`config.mk`:
```
export PLATFORM = sky130hd
export DESIGN_NAME = alu_seq_flat
export DESIGN_NICKNAME = d
export VERILOG_FILES = /design/src/rtl/alu_seq_if.sv /design/src/rtl/alu_seq.sv /design/src/flat_wrapper.sv
export SDC_FILE = /design/constraint.sdc
export NUM_CORES = 1
export LEC_CHECK = 0
export CORE_MARGIN = 4
export CORE_UTILIZATION = 60
export CTS_CLUSTER_DIAMETER = 50
export DETAILED_ROUTE_END_ITERATION = 10
export GPL_TIMING_DRIVEN = 0
export PLACE_DENSITY = 0.89
export SYNTH_ARGS = -nofsm -noshare
export SYNTH_HDL_FRONTEND = slang
export SYNTH_SLANG_ARGS = --single-unit
```
`constraint.sdc`:
```
create_clock -name clk -period 3.8 [get_ports clk]
set_clock_uncertainty 0.15 [all_clocks]
set_input_delay 1.14 -clock clk [delete_from_list [all_inputs] [get_ports clk]]
set_output_delay 1.14 -clock clk [all_outputs]
set_load 0.01 [all_outputs]
```
`src/rtl/alu_seq_if.sv`:
```
// Request/response bundle for alu_seq: operation encoding and operands in,
// status flags and the registered result out.
interface alu_seq_if #(
  parameter int WIDTH = 32
);
  logic             start;
  logic [1:0]       alu_op;
  logic [6:0]       funct7;
  logic [2:0]       funct3;
  logic [WIDTH-1:0] a;
  logic [WIDTH-1:0] b;
  logic             busy;
  logic             done;
  logic [WIDTH-1:0] result;
  logic             zero;
  logic             illegal;

  modport master (
    output start, alu_op, funct7, funct3, a, b,
    input  busy, done, result, zero, illegal
  );

  modport slave (
    input  start, alu_op, funct7, funct3, a, b,
    output busy, done, result, zero, illegal
  );
endinterface

```
`src/rtl/alu_seq.sv`:
```
// Sequential ALU: single-cycle arithmetic/logic, bit-serial shifts and an
// optional radix-2 shift-add multiplier compiled in with `define ALU_SEQ_MUL_EN.
module alu_seq #(
  parameter int WIDTH   = 32,
  parameter int SHAMT_W = 5
) (
  input logic     clk,
  input logic     reset,
  alu_seq_if.slave bus
);
  localparam int CNT_W = SHAMT_W + 1;

  typedef enum logic [1:0] {S_IDLE, S_RUN, S_DONE} state_t;
  typedef enum logic [2:0] {K_ALU, K_SLL, K_SRL, K_SRA, K_MUL, K_ILL} kind_t;

  state_t             state, state_next;
  kind_t              kind, run_kind;
  logic [WIDTH-1:0]   alu_res;
  logic [SHAMT_W-1:0] shamt;
  logic               multi;
  logic               accept;
  logic [CNT_W-1:0]   cnt, cnt_dec;
  logic [WIDTH-1:0]   acc, acc_step;
  logic [WIDTH-1:0]   result;
  logic               illegal;
`ifdef ALU_SEQ_MUL_EN
  logic [WIDTH-1:0]   mcand, mplier;
`endif

  assign shamt = bus.b[SHAMT_W-1:0];

  // Decode of the encoding presented with start; shift kinds pass a through
  // so a zero shift amount completes directly with result=a.
  always_comb begin
    kind    = K_ILL;
    alu_res = '0;
    case (bus.alu_op)
      2'b00: begin kind = K_ALU; alu_res = bus.a + bus.b; end
      2'b01: begin kind = K_ALU; alu_res = bus.a - bus.b; end
      2'b10: begin
        if (bus.funct7 == 7'b0000000) begin
          case (bus.funct3)
            3'b000: begin kind = K_ALU; alu_res = bus.a + bus.b; end
            3'b111: begin kind = K_ALU; alu_res = bus.a & bus.b; end
            3'b110: begin kind = K_ALU; alu_res = bus.a | bus.b; end
            3'b100: begin kind = K_ALU; alu_res = bus.a ^ bus.b; end
            3'b010: begin
              kind    = K_ALU;
              alu_res = {{(WIDTH-1){1'b0}}, ($signed(bus.a) < $signed(bus.b))};
            end
            3'b001:  begin kind = K_SLL; alu_res = bus.a; end
            3'b101:  begin kind = K_SRL; alu_res = bus.a; end
            default: ;
          endcase
        end else if (bus.funct7 == 7'b0100000) begin
          case (bus.funct3)
            3'b000:  begin kind = K_ALU; alu_res = bus.a - bus.b; end
            3'b101:  begin kind = K_SRA; alu_res = bus.a; end
            default: ;
          endcase
`ifdef ALU_SEQ_MUL_EN
        end else if (bus.funct7 == 7'b0000001 && bus.funct3 == 3'b000) begin
          kind = K_MUL;
`endif
        end
      end
      default: begin
        case (bus.funct3)
          3'b000: begin kind = K_ALU; alu_res = bus.a + bus.b; end
          3'b110: begin kind = K_ALU; alu_res = bus.a | bus.b; end
          3'b111: begin kind = K_ALU; alu_res = bus.a & bus.b; end
          3'b100: begin kind = K_ALU; alu_res = bus.a ^ bus.b; end
          3'b001: begin
            if (bus.funct7 == 7'b0000000) begin kind = K_SLL; alu_res = bus.a; end
          end
          3'b101: begin
            if (bus.funct7 == 7'b0000000) begin
              kind = K_SRL; alu_res = bus.a;
            end else if (bus.funct7 == 7'b0100000) begin
              kind = K_SRA; alu_res = bus.a;
            end
          end
          default: ;
        endcase
      end
    endcase
  end

  assign multi  = ((kind == K_SLL || kind == K_SRL || kind == K_SRA) && shamt != '0)
                  || kind == K_MUL;
  assign accept = bus.start && state != S_RUN;
  assign cnt_dec = cnt - CNT_W'(1);

  always_comb begin
    acc_step = acc;
    case (run_kind)
      K_SLL:   acc_step = acc << 1;
      K_SRL:   acc_step = acc >> 1;
      K_SRA:   acc_step = {acc[WIDTH-1], acc[WIDTH-1:1]};
`ifdef ALU_SEQ_MUL_EN
      K_MUL:   acc_step = mplier[0] ? acc + mcand : acc;
`endif
      default: ;
    endcase
  end

  always_ff @(posedge clk or posedge reset) begin
    if (reset) state <= S_IDLE;
    else       state <= state_next;
  end

  always_comb begin
    state_next = state;
    case (state)
      S_RUN: if (cnt_dec == '0) state_next = S_DONE;
      default: begin
        if (bus.start)             state_next = multi ? S_RUN : S_DONE;
        else if (state == S_DONE)  state_next = S_IDLE;
      end
    endcase
  end

  // result/illegal are written only on the edge that enters DONE; acc holds
  // the in-flight shift or partial product.
  always_ff @(posedge clk or posedge reset) begin
    if (reset) begin
      run_kind <= K_ALU;
      cnt      <= '0;
      acc      <= '0;
      result   <= '0;
      illegal  <= 1'b0;
`ifdef ALU_SEQ_MUL_EN
      mcand    <= '0;
      mplier   <= '0;
`endif
    end else if (accept) begin
      run_kind <= kind;
      acc      <= (kind == K_MUL) ? '0 : bus.a;
      cnt      <= (kind == K_MUL) ? CNT_W'(WIDTH) : {1'b0, shamt};
`ifdef ALU_SEQ_MUL_EN
      mcand    <= bus.a;
      mplier   <= bus.b;
`endif
      if (!multi) begin
        result  <= alu_res;
        illegal <= (kind == K_ILL);
      end
    end else if (state == S_RUN) begin
      acc <= acc_step;
      cnt <= cnt_dec;
`ifdef ALU_SEQ_MUL_EN
      mcand  <= mcand << 1;
      mplier <= mplier >> 1;
`endif
      if (cnt_dec == '0) begin
        result  <= acc_step;
        illegal <= 1'b0;
      end
    end
  end

  assign bus.busy    = (state == S_RUN);
  assign bus.done    = (state == S_DONE);
  assign bus.result  = result;
  assign bus.zero    = (result == '0);
  assign bus.illegal = illegal;
endmodule

```
`src/flat_wrapper.sv`:
```
// flat-port wrapper written by rule: the top's interface ports become plain ports
module alu_seq_flat 
#(
  parameter int WIDTH   = 32,
  parameter int SHAMT_W = 5
)
  (clk, reset, bus_start, bus_alu_op, bus_funct7, bus_funct3, bus_a, bus_b, bus_busy, bus_done, bus_result, bus_zero, bus_illegal);
  alu_seq_if #(.WIDTH(WIDTH)) bus_i ();
  input logic clk;
  input logic reset;
  input wire logic [$bits(bus_i.start)-1:0] bus_start;
  input wire logic [$bits(bus_i.alu_op)-1:0] bus_alu_op;
  input wire logic [$bits(bus_i.funct7)-1:0] bus_funct7;
  input wire logic [$bits(bus_i.funct3)-1:0] bus_funct3;
  input wire logic [$bits(bus_i.a)-1:0] bus_a;
  input wire logic [$bits(bus_i.b)-1:0] bus_b;
  output wire logic [$bits(bus_i.busy)-1:0] bus_busy;
  output wire logic [$bits(bus_i.done)-1:0] bus_done;
  output wire logic [$bits(bus_i.result)-1:0] bus_result;
  output wire logic [$bits(bus_i.zero)-1:0] bus_zero;
  output wire logic [$bits(bus_i.illegal)-1:0] bus_illegal;
  assign bus_i.start = bus_start;
  assign bus_i.alu_op = bus_alu_op;
  assign bus_i.funct7 = bus_funct7;
  assign bus_i.funct3 = bus_funct3;
  assign bus_i.a = bus_a;
  assign bus_i.b = bus_b;
  assign bus_busy = bus_i.busy;
  assign bus_done = bus_i.done;
  assign bus_result = bus_i.result;
  assign bus_zero = bus_i.zero;
  assign bus_illegal = bus_i.illegal;
  alu_seq #(.WIDTH(WIDTH), .SHAMT_W(SHAMT_W)) u_core (.clk(clk), .reset(reset), .bus(bus_i));
endmodule
```
==> metrics.txt, run 1 <==
Detail Placement HPWL=41200 um; CTS sink count=76; Initial Util=61.9%; site row count=50; Worst End Pin Type=register input; Bufs on Longest Clock Path=2; error message=[ERROR GRT-0232] Routing congestion too high. Check the congestion heatmap in the GUI.; Die W=between 100 and 150 um; Gate Count Post-Synth=1646; I/O pin count=115; gr usage total=71.7%; synth warn=0; CTS Buf Count=9; number of flops mapped to enable cells by yosys=0; #FFs+latches synth=76; synthesized area=0.0118 mm2; Main synth FF type=dfrtp_1; clk root buf=clkbuf_16; GR repair worst EP=u_core.bus.result[14]$_DFFE_PP0P_/D; Mapped Nets=between 1.5k and 2k; asr flop ratio synth=100%; H-tree lvl count=3; # hold bufs at CTS=0; die extent in y=148 um; Distinct cells, synth=96; largest net degree at the start of global routing=64; sequential element share of the synthesized area=16.1%; status=did not finish; gpl congestion=approximately 1.1; placed cell count=2020; grt total ovfl=27; Avg Cell Area, Syn=7.16 um2; Port Buffers=113; Exit stage=global routing (5_1_grt)
repair_timing:
item / 4_1_cts
resized for setup: 470
pin swaps: 115
endpoints found under the setup margin: 34
gates cloned: 0
buffers inserted: 70
layer usage:
metal  overflow  track usage (%)
met2          9             87.7
met4         15             64.6
met3          3             57.7
met1          0             74.1
met5          0             24.5
Yosys cell counts, types with 7 or more instances:
library cell  instances  share of area, %
a21oi_1             161               6.8
o22ai_1              30               1.6
buf_2                22              0.93
a21o_1               13              0.83
o211ai_1             13              0.83
a31oi_1              18              0.96
nor2_1              162               5.2
o21a_1                9              0.57
xnor2_1              44               3.3
buf_1                14              0.45
nand4_1               9              0.48
ha_1                100                11
a211oi_1             38               2.4
o21ai_0             139               5.9
inv_1               113               3.6
a221oi_1             21               1.6
o221ai_1             11              0.82
clkbuf_1             74               2.4
nor2b_1              28               1.5
nand2_1             163               5.2
nand3_1              26               1.1
a22oi_1              57               3.6
o31ai_1              11              0.70
dfrtp_1              76                16
mux2_2                7              0.67
a21boi_0              7              0.45
nand2b_1             12              0.64
buf_4                 7              0.45
xor2_1               14               1.0
nor3_1               26               1.1
o21bai_1              8              0.51
mux2i_1              56               4.8
a22o_1                8              0.59
nor4_1               14              0.74
per-stage QoR:
| step | setup slack (ns) | hold slack, ns | instance area [um2] |
|---|---|---|---|
| floorplan | -0.0198 | 0.293 | 11800 |
| global placement | -1.67 | 0.327 | 13200 |
| detailed placement | -1.80 | 0.347 | 13300 |
| CTS | -0.0169 | 0.370 | 15300 |
kinds of logic after synthesis:
kind of cell,after synthesis,synth area share (%)
compound gates,629,36.3
xor+xnor,58,4.31
fa+ha+maj,102,11.0
buf+inv,238,8.23
flops,76,16.1
mux,63,5.43
simple gates,480,18.6
==> run 2, diff against run 1 <==
Settings changed: CORE_UTILIZATION 60 to 40, CTS_CLUSTER_DIAMETER 50 to not set, PLACE_DENSITY 0.89 to not set, PLACE_DENSITY_LB_ADDON set to 0.15.
==> run 2 against run 1 <==
- the flow now finishes, with violations (setup timing)
- area after synthesis did not move
- synthesized cell count did not move
==> metrics.txt, run 2 <==
final hold slack=about 0.35 ns; Distinct cells, synth=96 (unchanged); Die W=180 um (was 148 um); Synth Area in Compound Gates=36.3% (unchanged); commonest cells in the netlist=nand2_1 (163), nor2_1 (162), a21oi_1 (161) (unchanged); met3 wire length=approximately 6700 um; Lkg Pwr=0.00665 uW; register area=about 0.0019 mm2; sequential element share of the synthesized area=16.1% (unchanged); biggest regs=u_core.acc: 32 flops, u_core.bus.result: 32 flops, u_core.cnt: 6 flops; most common cell after layout, fill and taps aside=nand2_1; vias=14.8k; share of cells above drive strength 1=approximately 30%; MaxCap Viol Count=0; top sig layer=met5; # hold bufs at CTS=0 (unchanged); worst skew pair latency=0.34 ns; die extent in y=180 um (was 148 um); Fill cells=2685; Main synth FF type=dfrtp_1 (unchanged); Final min period=3.99 ns; top post-synthesis cells by area=dfrtp_1 (16%), ha_1 (11%), a21oi_1 (6.8%) (unchanged); DRC viols=0; DR WL/cell=26.6 um; XOR/XNOR Fraction of Synth Area=4.31% (unchanged); slew margin rel.=about 27%; Vias/cell=6.52; Setup Crit Path Kind=primary input to register; commonest cells after routing, fill and taps aside=nand2_1 (147), nor2_1 (142), a21oi_1 (130); largest family of logic cells by synthesized area=compound AO/OA/AOI/OAI gates (unchanged); pwr/cell area=279 mW/mm2; Port Buffers=113 (unchanged); multi-input logic area=0.0107 mm2; asr flop ratio synth=100% (unchanged); CTS sink count=76 (unchanged); CTS Buf Count=9 (unchanged); number of flops mapped to enable cells by yosys=0 (unchanged); Final period util=105%; worst-path fanout max=3; initial antenna violation count=1; gr usage total=34.7%; Die Area=0.0323 mm2; WP data required=around 3.9 ns; CTS tree=built; WL met2=between 20000 and 30000 um; vias in the first global route=14.0k; # setup viols final=11; core area=0.0289 mm2; Worst Path Arrival=4.06 ns; remaining antenna violation count=0; gpl congestion=1.04 (was 1.11); synth warn=0 (unchanged); Hold Path Class=register to register; H-tree lvl count=3 (unchanged); multiplexer share of the synthesized area=5.43% (unchanged); worst hold path startpoint=u_core.cnt[5]; Initial Util=40.8% (was 61.9%); #FFs+latches synth=76 (unchanged); Synth Area in Simple Gates=18.6% (unchanged); I/O pin count=115 (unchanged); RSZ-0062 raised after global routing=yes; share of the synthesized area in the top cell type=16.1% (unchanged); Bufs on Longest Clock Path=2 (unchanged); largest net degree at the start of global routing=69; CP Launch Point=bus_a[0]; drt first pass iters=9; synthesized area=0.0118 mm2 (unchanged); worst slew pin tran=1.10 ns; Initial DRC Count=1881; Adder-Cell Fraction of Synth Area=11.0% (unchanged); violated checks=setup timing; Hold Vio Cnt, Final=0; DRT Wirelength=60300 um; PnR worst setup slack=-0.188 ns; Area Growth Syn to Fin=41.1%; final net count=2057; Detail Placement HPWL=44700 um (was 41200 um); Gate Count Post-Synth=1646 (unchanged); Max VDD drop=around 0.23 mV; site row count=62 (was 50); grt total ovfl=0; FMAX=0.251 GHz; # diodes=0; first-pass GRT wire length=87800 um; status=finished with violations (was did not finish); max-slew violation count=0; crit start category=primary input; Clk pin slew, worst setup/hold paths=0.06 ns; setup TNS=-0.616 ns; Metal-1 WL=between 20000 and 25000 um; clk root buf=clkbuf_16 (unchanged); Worst Setup End Kind=register; Synth area leader=dfrtp_1 (unchanged); Avg Cell Area, Syn=7.16 um2 (unchanged); count leader, synth=nand2_1 (unchanged); Worst R2R Start=u_core.cnt[0]; Mapped Nets=1827 (unchanged)
run 2: cell counts after synthesis:
No cell type changed its count.
run 2: kinds of logic after synthesis:
kind of cell / count (synthesis)
buffers and inverters: 238
and+or+nand+nor: 480
DFF: 76
muxes: 63
AOI/OAI and AO/OA: 629
xor gates and xnor gates: 58
adders and majority gates: 102
run 2: worst paths after layout:
kind	end	slack, ns	cells after the start
setup / recovery	u_core.bus.result[28]	-0.19	13
hold / removal	u_core.cnt[5]	0.35	1
setup reg to reg	u_core.bus.result[26]	0.55	11
hold reg to reg	u_core.cnt[5]	0.35	1
max in group asynchronous	u_core.bus.result[21]	2.03	3
min in group asynchronous	u_core.cnt[0]	0.90	2
run 2: where the power goes:
group	internal (uW)	switching [uW]
sequential	946	154
clock	432	335
combinational	1160	1600
total	2540	2090
run 2: layout make-up:
cell class	instances	area share [%]
multi-input combinational	1332	64.4
sequential	76	11.4
buffer	114	4.23
tap	384	2.89
clock buffer	9	1.36
inverter	118	2.96
timing repair buffer	225	12.5
clock inverter	6	0.196
run 2: metal layers:
| metal | up-vias | track usage, % |
|---|---|---|
| met5 | - | 0 |
| met4 | 2 | 16.6 |
| met3 | 271 | 8.37 |
| met2 | 1004 | 54.6 |
| met1 | 7036 | 44.8 |
| li1 | 6449 | - |
run 2: repair_timing:
action | in CTS | in global routing
buffers inserted | 80 | 33
cloned | 0 | 0
pin swaps | 125 | 100
gates resized for setup | 528 | 232
endpoints found under the setup margin | 34 | 31
run 2: per-stage QoR:
stage / setup slack, ns / utilization [%] / power (uW) / cells / cell area [um2]
2_1_floorplan: -0.0198 / - / 2360 / 1646 / 11800
3_3_place_gp: -2.02 / 46.4 / 3180 / 2143 / 13400
3_5_place_dp: -2.03 / 46.5 / 3190 / 2144 / 13400
4_1_cts: -0.0672 / 54.2 / 4340 / 2234 / 15700
5_1_grt: -0.173 / 57.6 / 4850 / 2264 / 16600
6_report: -0.188 / 57.6 / 4630 / 2264 / 16600
run 2: worst max-delay path, stage by stage:
cell      delay (ns)
buf_12          0.12
ha_4            0.17
fa_2            0.38
a211oi_4        0.31
o21ai_4         0.13
buf_6           0.13
a31oi_4         0.17
a21oi_4         0.11
o211ai_1        0.38
a31oi_2         0.23
xnor2_2         0.19
a221o_1         0.36
o221a_2         0.23
No activity file was read; power rests on OpenSTA's default activity.
==> run 3, diff against run 2 <==
Settings changed: CORE_ASPECT_RATIO set to 2, HOLD_SLACK_MARGIN set to 0.06, SKIP_LAST_GASP set to 1.
==> run 3 against run 2 <==
- maximum frequency rose by 2.2%
- the flow still finishes with violations (setup timing)
- critical endpoint is now u_core.bus.result[26]
- sequential cell count did not move
- setup slack improved by 0.084 ns
- first-iteration DRC count fell by 28%
- wire length rose by 9.0%
- global-route usage rose by 4.6 points
- design area fell by 1.7%
- largest cell class unchanged
- die area rose by 0.52%
- final cell count fell by 1.2%
- non-clock buffer count fell by 6
- sequential power barely moved
- critical path type unchanged
- clock power rose by 27%
==> metrics.txt, run 3 (synthesis results as in run 2) <==
R2R cell count=9 (was 11); share of cells above drive strength 1=27.7% (was 29.6%); Die Area=0.0324 mm2 (was 0.0323 mm2); Bufs on Longest Clock Path=2 (unchanged); # setup viols final=12 (was 11); CTS tree=built (unchanged); DRC viols=0 (unchanged); Port Buffers=113 (unchanged); vias in the first global route=14.7k (was 14.0k); Metal-1 WL=21700 um (was 23800 um); Detail Placement HPWL=50700 um (was 44700 um); top sig layer=met4 (was met5); WP data required=3.89 ns (was 3.87 ns); worst skew pair latency=0.37 ns (was 0.34 ns); Initial Util=40.7% (was 40.8%); Max VDD drop=0.244 mV (was 0.226 mV); slew margin rel.=22.8% (was 26.8%); grt total ovfl=0 (unchanged); non-filler instance count after layout=2236 (was 2264); FMAX=0.256 GHz (was 0.251 GHz); worst hold path startpoint=u_core.cnt[5] (unchanged); I/O pin count=115 (unchanged); hold depth=1 (unchanged); vias=14.7k (was 14.8k); CP max-delay cell=o31a_1 (was fa_2); worst-path fanout max=5 (was 3); Worst Setup End Kind=register (unchanged); crit start category=primary input (unchanged); # hold bufs at CTS=0 (unchanged); CTS sink count=76 (unchanged); Lkg Pwr=0.00657 uW (was 0.00665 uW); Initial DRC Count=1363 (was 1881); gr usage total=39.3% (was 34.7%); critical path's top delay family=compound AO/OA/AOI/OAI gates (unchanged); register area=0.00190 mm2 (unchanged); pwr/cell area=295 mW/mm2 (was 279 mW/mm2); remaining antenna violation count=0 (unchanged); max-slew violation count=0 (unchanged); critical path, cell by cell=buf_12 -> clkinv_8 -> ha_4 -> inv_2 -> fa_2 -> nor2b_4 -> o211ai_4 -> a21oi_4 -> o211ai_4 -> nand2_4 -> a311oi_4 -> xnor2_1 -> a221oi_2 -> a311oi_1 -> o31a_1 (was buf_12 -> ha_4 -> fa_2 -> a211oi_4 -> o21ai_4 -> buf_6 -> a31oi_4 -> a21oi_4 -> o211ai_1 -> a31oi_2 -> xnor2_2 -> a221o_1 -> o221a_2); H-tree lvl count=3 (unchanged); commonest cells after routing, fill and taps aside=nand2_1 (148), nor2_1 (144), a21oi_1 (134) (was nand2_1 (147), nor2_1 (142), a21oi_1 (130)); Die W=129 um (was 180 um); status=finished with violations (unchanged); Worst Path Arrival=3.99 ns (was 4.06 ns); Hold Vio Cnt, Final=0 (unchanged); Sequential Power Share=23.1% (was 23.7%); drt first pass iters=7 (was 9); critical path depth=15 (was 13); violated checks=setup timing (unchanged); most common cell after layout, fill and taps aside=nand2_1 (unchanged); setup TNS=-0.410 ns (was -0.616 ns); combinational power share=56.7% (was 59.7%); Vias/cell=6.59 (was 6.52); RSZ-0062 raised after global routing=yes (unchanged); Final min period=3.90 ns (was 3.99 ns); Area Growth Syn to Fin=38.7% (was 41.1%); placed cell count=2120 (was 2144); Buf/Inv on CP=3 (was 2); gpl congestion=1.04 (about the same); WL met2=32700 um (was 26400 um); largest net degree at the start of global routing=60 (was 69); multi-input logic area=0.0105 mm2 (was 0.0107 mm2); Worst R2R Start=u_core.state[1] (was u_core.cnt[0]); initial antenna violation count=1 (unchanged); first-pass GRT wire length=94100 um (was 87800 um); PnR worst setup slack=-0.104 ns (was -0.188 ns); DR WL/cell=29.4 um (was 26.6 um); switching power share of the total=44.7% (was 45.1%); clk root buf=clkbuf_16 (unchanged); Pint=2660 uW (was 2540 uW); site row count=88 (was 62); Clk pin slew, worst setup/hold paths=0.06 ns (about the same); CP Launch Point=bus_a[0] (unchanged); pre-CTS setup slack=-2.19 ns (was -2.03 ns); max incr delay on CP=0.35 ns (was 0.38 ns); final net count=2051 (was 2057); Final period util=103% (was 105%); MaxCap Viol Count=0 (unchanged); CTS Buf Count=9 (unchanged); biggest regs=u_core.acc: 32 flops, u_core.bus.result: 32 flops, u_core.cnt: 6 flops (unchanged); worst slew pin tran=1.16 ns (was 1.10 ns); Hold Path Class=register to register (unchanged); met3 wire length=4320 um (was 6700 um); Sw Pwr=2150 uW (was 2090 uW); CP most frequent cell=o211ai_4; Clock Power Share=20.2% (was 16.6%); Setup Crit Path Kind=primary input to register (unchanged); die extent in y=251 um (was 180 um); Fill cells=2783 (was 2685); DRT Wirelength=65800 um (was 60300 um); core area=0.0290 mm2 (was 0.0289 mm2)
[run 3: metrics by stage]
stage          hold WS, ns  area, um2  util (%)  power [uW]
4_1_cts              0.362      15600      54.0        4590
2_1_floorplan        0.293      11800         -        2360
5_1_grt              0.401      16300      56.4        4990
3_5_place_dp         0.344      13400      46.3        3260
3_3_place_gp         0.336      13400      46.2        3240
6_report             0.352      16300      56.4        4810
[run 3: layout make-up]
cell class / count / share of cell area (%)
Timing Repair Buffer: 219 / 12.2
Sequential cell: 76 / 11.6
Inverter: 118 / 3.00
Tap cell: 360 / 2.76
Clock inverter: 6 / 0.536
Buffer: 114 / 4.27
Clock buffer: 10 / 1.46
Multi-Input combinational cell: 1332 / 64.1
Antenna cell: 1 / 0.0153
[run 3: path summary, 6_finish.rpt]
kind	end	slack [ns]
worst min register to register	u_core.cnt[5]	0.35
worst max register to register	u_core.bus.result[10]	0.46
worst max-delay path	u_core.bus.result[26]	-0.10
min in group asynchronous	u_core.acc[18]	0.92
max in group asynchronous	u_core.cnt[2]	1.95
worst min-delay path	u_core.cnt[5]	0.35
[run 3: worst register-to-register path: cells and delay by family (launching register included)]
kind	cells	cell delay, ns
flops	1	0.37
compound gates	2	0.44
fa+ha+maj	1	0.18
simple gates	2	0.55
buf+inv	4	1.50
[run 3: metal layers]
metal  track usage, %  vias up
met5                0        -
met4             32.4        0
met3             6.06      372
met2             68.6      855
met1             40.0     7067
li1                 -     6442
[run 3: repair_timing]
action,CTS,global route
setup endpoints to repair,35,33
pin swaps,92,80
buffers inserted,78,28
cloned,0,1
resized for setup,524,139
[run 3: power groups by stage]
stage | Sequential, uW | Clock (uW) | Combinational, uW
after detailed placement | 1120 | 0 | 2140
after CTS | 1110 | 967 | 2520
after global routing | 1120 | 999 | 2870
after global placement | 1120 | 0 | 2130
final | 1110 | 973 | 2730
after floorplan | 1090 | 0 | 1260
==> run 4, diff against run 3 <==
Settings changed: CTS_CLUSTER_DIAMETER set to 80.
==> results of run 4 <==
The final DEF is identical to that of run 3; final timing and power are the same.
==> RTL change (settings of run 4) <==
Build with the macro `ALU_SEQ_MUL_EN` defined.
--- a/src/rtl/alu_seq.sv
+++ b/src/rtl/alu_seq.sv
@@ -1,5 +1,7 @@
 // Sequential ALU: single-cycle arithmetic/logic, bit-serial shifts and an
 // optional radix-2 shift-add multiplier compiled in with `define ALU_SEQ_MUL_EN.
+`define ALU_SEQ_MUL_EN
+
 module alu_seq #(
   parameter int WIDTH   = 32,
   parameter int SHAMT_W = 5
Behaviour: not the same (Yosys sat finds a counterexample within 4 cycles, from zero or initial values and one cycle with reset high).
==> RTL change against run 4 <==
The run still ends with negative setup slack left; synthesized area increased by 39%; sequential cell count rose by 64; via count is 36% higher; final area is 35% higher; non-clock buffer count rose by 70; utilization decreased by 2.0 points; setup slack worse by 28 ps; power grew to 2.7 times the old value; critical path depth is 1 higher; routed wire length grew 45%; sequential power grew to 2.8 times the old value; critical path type unchanged.
==> RTL change: results (changes against run 4) <==
status=complete, but fails checks (unchanged); failing checks=negative setup slack (unchanged); most instantiated cells after synthesis=nand2_1, a21oi_1, o21ai_0, nor2_1, dfrtp_1 (was nand2_1, nor2_1, a21oi_1, o21ai_0, inv_1); Synth area leaders=dfrtp_1, ha_1, a21oi_1, mux2i_1, nand2_1 (was dfrtp_1, ha_1, a21oi_1, o21ai_0, nand2_1); Critical R2R Capture=u_core.mcand[9] (was u_core.bus.result[10]); drt total wl=95.5 mm (was 65.8 mm); end of the critical path=u_core.bus.result[26] (unchanged); clk slew on worst S/H paths=70 ps; crit path launch=bus_b[0] (was bus_a[0]); Worst-Skew Late Latency=480 ps (was 370 ps); R2R setup slack=40 ps (was 460 ps); Top Layer Used=met5 (was met4); Net Count, Synth=2464 (was 1827); CTS root buffer=clkbuf_16 (unchanged); Setup WS post-layout=-132 ps (was -104 ps); htree depth=4 (was 3); launch point of the worst reg-to-reg path=u_core.state[1] (unchanged); largest net degree at the start of global routing=37 (was 60); Initial DRC Count=1724 (was 1363); input/output buffers=113 (unchanged); layout cells sized above 1=0.229 (was 0.277); vias in the first global route=20400 (was 14700); Yosys Warn Count=0 (unchanged); Post-synth ARST share=1.00 (unchanged); Switching Share=0.516 (was 0.447); CTS buffer count=17 (was 9); first-pass GRT wire length=135 mm (was 94.1 mm); final number of setup-violating endpoints=12 (unchanged); nets=2730 (was 2051); initial antenna violation count=2 (was 1); M1 wire length=31.1 mm (was 21.7 mm); Peak supply drop=0.373 mV (was 0.244 mV); Ant. Diodes=0 (was 1); hold crit path type=reg -> reg (unchanged); setup_tns=-747 ps (was -410 ps); Pre-antenna DRT Iters=6 (was 7); DRC errors left=0 (unchanged); Max-Slew Margin vs Limit=0.0332 (was 0.228); EDFF count, synth=0 (unchanged); Synth Flop Type=dfrtp_1 (unchanged); cell leakage power=9.06 nW (was 6.57 nW); post-DR vias/cell=6.57 (was 6.59); hpwl dp=74.8 mm (was 50.7 mm); RePlAce Congestion=1.04 (about the same); Seq/Total Area, Yosys=0.213 (was 0.161); clk buf depth=2 (unchanged); worst-path maximum fanout=5 (unchanged); metal2 WL=45.9 mm (was 32.7 mm); Tot GR Track Use=0.419 (was 0.393); Cell Area, Placed=18500 um2 (was 13400 um2); synth unique cells=87 (was 96); worst r2r path cells=6 (was 9); routed length on met3=6.01 mm (was 4.32 mm)
-- RTL change: cells by family (layout without fill, tap and decap cells) --
kind of cell / count (synthesis) / after routing / share of synthesized area
AOI/OAI and AO/OA: 845 / 845 / 0.329
and+or+nand+nor: 638 / 638 / 0.173
buffers and inverters: 302 / 581 / 0.0711
DFF: 140 / 140 / 0.213
adders and majority gates: 135 / 135 / 0.104
muxes: 108 / 108 / 0.0660
xor gates and xnor gates: 83 / 83 / 0.0443
-- RTL change: critical path, stage by stage --
cell,delay (ps)
buf_12,120
ha_4,160
inv_2,50
fa_2,200
nor2b_4,150
o211ai_1,100
buf_4,160
a21boi_4,200
o21ai_4,160
buf_6,180
a211o_1,300
a211o_4,370
a211o_1,280
and3_1,150
a2111o_1,290
a31oi_1,160
-- RTL change: per-stage QoR --
step / setup WS, ps / std cells / util / hold slack [ps]
2_1_floorplan: -57.5 / 2251 / - / 295
3_3_place_gp: -2720 / 2894 / 0.455 / 316
3_5_place_dp: -2720 / 2898 / 0.457 / 317
4_1_cts: -116 / 3024 / 0.524 / 334
5_1_grt: -166 / 3060 / 0.545 / 351
6_report: -132 / 3060 / 0.545 / 331
-- RTL change: how the worst min path moves through the flow --
stage,from,end,slack (ps),depth (start not counted)
floorplan,u_core.mplier[1],u_core.mplier[0],290,2
global placement,u_core.mplier[5],u_core.mplier[4],320,2
detailed placement,u_core.mplier[5],u_core.mplier[4],320,2
CTS,u_core.mplier[5],u_core.mplier[4],330,2
global route,u_core.mplier[5],u_core.mplier[4],350,2
finish,u_core.mplier[21],u_core.mplier[20],330,2
-- RTL change: area by class of cell --
class	instances	area [um2]
buffer	140	815
clock buffer	17	425
clock inverter	15	178
fill	3913	18400
inverter	146	618
multi-input combinational	1809	13500
sequential	140	3500
tap	530	663
timing repair buffer	263	2370
-- RTL change: metal layers --
metal / up-vias / global-route usage
li1: 8774 / -
met1: 9608 / 0.422
met2: 1212 / 0.708
met3: 507 / 0.0585
met4: 2 / 0.426
met5: - / 0
-- RTL change: repair_timing --
action,4_1_cts,5_1_grt
endpoints found under the setup margin,74,52
buffers inserted,102,44
pin swaps,96,77
gates cloned,0,1
hold buffers,0,0
resized for setup,597,183
-- RTL change: power by group through the flow --
stage / combinational [mW] / clock (mW) / sequential (mW)
2_1_floorplan: 4.64 / 0 / 2.79
3_3_place_gp: 7.10 / 0 / 3.06
3_5_place_dp: 7.22 / 0 / 3.06
4_1_cts: 7.70 / 1.85 / 3.05
5_1_grt: 8.60 / 1.90 / 3.16
6_report: 8.09 / 1.84 / 3.11
